==> src/rtl/round_key_adder.sv <==
// Round-key XOR engine: a key bank plus a slice-serial XOR of one cipher state.
// A key snapshot taken at accept keeps in-flight results independent of later key writes.
module round_key_adder #(
   parameter int BLOCK_W = 128,
   parameter int WORD_W  = 32,
   parameter int NKEYS   = 11,
   parameter int IDX_W   = (NKEYS > 1) ? $clog2(NKEYS) : 1
) (
   input  logic               clk,
   input  logic               rst,
   input  logic               key_wr_en,
   input  logic [IDX_W-1:0]   key_wr_idx,
   input  logic [BLOCK_W-1:0] key_wr_data,
   input  logic               in_valid,
   output logic               in_ready,
   input  logic [BLOCK_W-1:0] in_data,
   input  logic [IDX_W-1:0]   in_round,
   output logic               out_valid,
   input  logic               out_ready,
   output logic [BLOCK_W-1:0] out_data,
   output logic [IDX_W-1:0]   out_round,
   output logic               err
);

   localparam int NS    = BLOCK_W / WORD_W;
   localparam int CNT_W = (NS > 1) ? $clog2(NS) : 1;
   localparam logic [CNT_W-1:0] LAST = CNT_W'(NS - 1);
   localparam logic [IDX_W:0]   NKV  = (IDX_W + 1)'(NKEYS);

   typedef enum logic [1:0] {IDLE, BUSY, DONE} state_t;

   state_t             st;
   state_t             nxt;
   logic [BLOCK_W-1:0] keys [NKEYS];
   logic [BLOCK_W-1:0] work_q;
   logic [BLOCK_W-1:0] key_q;
   logic [BLOCK_W-1:0] mix;
   logic [IDX_W-1:0]   rnd_q;
   logic [CNT_W-1:0]   cnt;
   logic               wr_ok;
   logic               rd_ok;
   logic               accept;
   logic               last;

   assign wr_ok = {1'b0, key_wr_idx} < NKV;
   assign rd_ok = {1'b0, in_round} < NKV;

   always_ff @(posedge clk or posedge rst) begin
      if (rst) begin
         st <= IDLE;
      end else begin
         st <= nxt;
      end
   end

   always_comb begin
      nxt       = st;
      in_ready  = 1'b0;
      out_valid = 1'b0;
      accept    = 1'b0;
      last      = 1'b0;
      unique case (st)
         IDLE: begin
            in_ready = 1'b1;
            accept   = in_valid;
            if (in_valid) nxt = BUSY;
         end
         BUSY: begin
            last = (cnt == LAST);
            if (last) nxt = DONE;
         end
         DONE: begin
            out_valid = 1'b1;
            if (out_ready) nxt = IDLE;
         end
         default: nxt = IDLE;
      endcase
   end

   // only the slice selected by cnt is combined this cycle
   always_comb begin
      mix = work_q;
      for (int k = 0; k < NS; k++) begin
         if (cnt == CNT_W'(k)) begin
            mix[k*WORD_W +: WORD_W] = work_q[k*WORD_W +: WORD_W]
                                    ^ key_q[k*WORD_W +: WORD_W];
         end
      end
   end

   always_ff @(posedge clk or posedge rst) begin
      if (rst) begin
         for (int i = 0; i < NKEYS; i++) keys[i] <= '0;
      end else if (key_wr_en && wr_ok) begin
         keys[key_wr_idx] <= key_wr_data;
      end
   end

   always_ff @(posedge clk or posedge rst) begin
      if (rst) begin
         work_q    <= '0;
         key_q     <= '0;
         rnd_q     <= '0;
         cnt       <= '0;
         out_data  <= '0;
         out_round <= '0;
         err       <= 1'b0;
      end else begin
         if (key_wr_en && !wr_ok) err <= 1'b1;
         if (accept) begin
            work_q <= in_data;
            rnd_q  <= in_round;
            key_q  <= rd_ok ? keys[in_round] : '0;
            cnt    <= '0;
            if (!rd_ok) err <= 1'b1;
         end
         if (st == BUSY) begin
            work_q <= mix;
            cnt    <= cnt + 1'b1;
            if (last) begin
               out_data  <= mix;
               out_round <= rnd_q;
            end
         end
      end
   end

endmodule
==> config.mk <==
export PLATFORM = sky130hd
export DESIGN_NAME = round_key_adder
export DESIGN_NICKNAME = d
export VERILOG_FILES = /design/src/rtl/round_key_adder.sv
export SDC_FILE = /design/constraint.sdc
export NUM_CORES = 2
export LEC_CHECK = 0
export ABC_AREA = 1
export CORE_MARGIN = 2
export CORE_UTILIZATION = 50
export CTS_BUF_LIST = sky130_fd_sc_hd__clkbuf_16
export CTS_CLUSTER_DIAMETER = 60
export CTS_CLUSTER_SIZE = 30
export DETAILED_ROUTE_END_ITERATION = 10
export HOLD_SLACK_MARGIN = 0.1
export PLACE_DENSITY = 0.68
export REMOVE_ABC_BUFFERS = 1
export SLEW_MARGIN = 20
export SYNTH_ARGS = -nofsm -noshare
export SYNTH_HDL_FRONTEND = slang
export SYNTH_SLANG_ARGS = --single-unit
==> constraint.sdc <==
create_clock -name clk -period 80.4 [get_ports clk]
set_input_delay 24.12 -clock clk [delete_from_list [all_inputs] [get_ports clk]]
set_output_delay 24.12 -clock clk [all_outputs]
set_load 0.03 [all_outputs]
==> flow_metrics.py <==
metrics = {
    "yosys": {
        "synthCells": 10500,
        "ys_warn_count": 0,
        "synth_cell_types": 24,
        "async_flop_share": 1.00,
        "synth-edff-count": 0,
        "synth_ff_type": "dfrtp_1",
        "netlist_area_sq_um": 83000,
        "synth_area_per_cell_sq_um": 7.87,
        "yosys_register_bits": 1805,
        "seq_area_frac_synth": 0.544,
    },
    "worst_setup_path": {
        "path_max_fanout": 162,
        "critPathLaunchType": "input pin",
        "crit_type": "input pin to async pin",
        "critical_path_arrival_ps": 30460,
        "worstPathRequired_ps": 81190,
        "worstSetupEndpointType": "async pin",
    },
    "sta": {
        "rsz0062_at_grt": "false",
        "finalCritPeriodShare": 0.369,
        "finalSetupViolCount": 0,
        "hold_violations": 0,
        "final.min_clock_period_ps": 29670,
        "fin_worst_skew_ps": 32.1,
        "slew_viol_final": 0,
        "finalSetupTns_ps": 0,
        "worstMarginPinSlew_ps": 1150,
        "maxSlewHeadroom": 0.232,
        "fmax_mhz": 33.7,
        "holdWs_ps": 485,
    },
    "final_layout": {
        "most-common-layout-cells": "nand2_1, dfrtp_1, o21ai_0",
        "nets": 10700,
        "drive_gt1_frac": 0.0356,
        "layout_commonest_cell": "nand2_1",
        "post-route-util": 0.562,
        "syn2layout_area_growth_pct": 11.7,
    },
    "routing": {
        "finalWirelength_um": 248000,
        "drcViolationCount": 0,
        "ant_nets": 0,
        "via_per_inst": 5.49,
        "via_count": 70100,
        "wire_per_inst_um": 19.4,
        "dr.first_iter.drc_count": 7132,
        "firstDrtPassIters": 8,
    },
    "floorplanning": {
        "ios": 404,
        "die_h_um": 411,
        "die_x_um": 411,
        "initial_utilization": 0.503,
        "fp.dieArea_sq_um": 169000,
        "core_sq_um": 165000,
        "rows": 149,
    },
    "cts": {
        "cts_max_level": 4,
        "clk_pin_slew_ps": 70,
        "clock_tree.root_cell": "clkbuf_16",
        "cts-resized-gates": 0,
        "clkLatencyLatePin_ps": 800,
        "tritoncts.num_buffers": 139,
        "cts_tree": "done",
        "clock_sinks": 1805,
        "cts_setup_buffers": 0,
        "cts_max_path_buffers": 3,
        "cts_hold_buffers": 0,
    },
    "status": {
        "status": "completed",
    },
    "run": {
        "drv_cap": 0,
    },
    "placed_design": {
        "dp_hpwl_um": 132000,
        "io_buffers": 403,
        "gp_congestion": 0.792,
    },
    "power_and_ir_drop": {
        "comb_power_share": 0.281,
        "p_switching_mw": 1.00,
        "p_sw_frac": 0.354,
        "seq_power_share": 0.457,
        "powerDensity_nw_per_um2": 30.6,
        "p_int_mw": 1.83,
        "vdd_drop_max_uv": 25.6,
        "power_frac_clock": 0.261,
        "p_leak_nw": 45.2,
        "finalPower_mw": 2.84,
    },
    "grt": {
        "grt_pass1_vias": 68000,
        "grt_antenna_before_repair": 17,
        "grtUsageTotal": 0.293,
        "grt_pass1_wl_um": 391000,
        "grt_start_max_net_pins": 192,
        "grt_overflow": 0,
    },
    "worst_hold_path": {
        "min_path_type": "flip-flop to flip-flop",
    },
}
[cell type report]
cell class,count,area (sq um)
well taps,2189,2740
multi-input cells,7158,31700
diodes,8,20.0
flip-flops and latches,1805,45200
inverters,854,3250
clock buffers,146,3650
clock inverters,105,1140
repair buffers,502,4990
fillers,15100,72100
[flip-flops by register name (all words and copies together), names as in the netlist]
name and flops:
key_q 128, out_data 128, out_round 4, err 1
rnd_q 4, keys 1408, st 2, cnt 2
work_q 128
[through the flow]
step | instance area (sq um) | std cells | worst slack [ps]
after CTS | 92600 | 12800 | 50160
after floorplan | 79900 | 9817 | 5320
after detailed placement | 87800 | 12500 | 49280
after global routing | 92700 | 12800 | 49790
final | 92700 | 12800 | 50730
after global placement | 87800 | 12500 | 49370
[per-layer routing]
metal	track usage	part of all wire	up-vias
met5	0	0.00019	-
met4	0.0932	0.030	8
met3	0.0448	0.079	433
met2	0.478	0.46	2749
met1	0.403	0.43	33800
li1	-	-	33100
[worst max-delay path: stages]
cell,delay [ps]
clkdlybuf4s50_1,490
inv_8,530
buf_12,730
buf_4,770
buf_12,680
buf_4,680
buf_6,630
buf_4,670
buf_4,790
[power by group through the flow]
stage / clock [mW] / sequential, mW / combinational (mW)
2_1_floorplan: 0 / 1.35 / 0.495
3_3_place_gp: 0 / 1.30 / 0.776
3_5_place_dp: 0 / 1.31 / 0.797
4_1_cts: 0.754 / 1.30 / 0.802
5_1_grt: 0.787 / 1.33 / 0.906
6_report: 0.741 / 1.30 / 0.798
[synth_stat cells (30+ instances only)]
| cell | instances | share of area |
|---|---|---|
| buf_2 | 211 | 0.013 |
| nand3_1 | 708 | 0.043 |
| clkbuf_1 | 475 | 0.021 |
| nor2_1 | 777 | 0.035 |
| xor2_1 | 128 | 0.014 |
| buf_1 | 30 | 0.0014 |
| nand2_1 | 3344 | 0.15 |
| dfrtp_1 | 1805 | 0.54 |
| o21ai_0 | 1790 | 0.11 |
| a21oi_1 | 258 | 0.016 |
| inv_1 | 847 | 0.038 |
| o21a_1 | 128 | 0.012 |
[cells by family after synthesis]
kind of cell | after synthesis | share of synthesized area
simple gates | 4835 | 0.230
compound gates | 2188 | 0.136
buf+inv | 1584 | 0.0754
flops | 1805 | 0.544
fa+ha+maj | 4 | 0.000603
mux | 3 | 0.000407
xor+xnor | 128 | 0.0135
[final timing paths]
path | from | end | cells after the start | slack, ps
worst max-delay path | rst | keys[144] | 9 | 50730
worst max register to register | st[0] | work_q[7] | 8 | 77090
worst min-delay path | out_data[85] | out_data[85] | 2 | 490
worst min register to register | out_data[85] | out_data[85] | 2 | 490
max in group clk | key_wr_en | keys[1219] | 9 | 52880
min in group asynchronous | rst | key_q[73] | 2 | 23860
(Power assumes the default switching activity.)
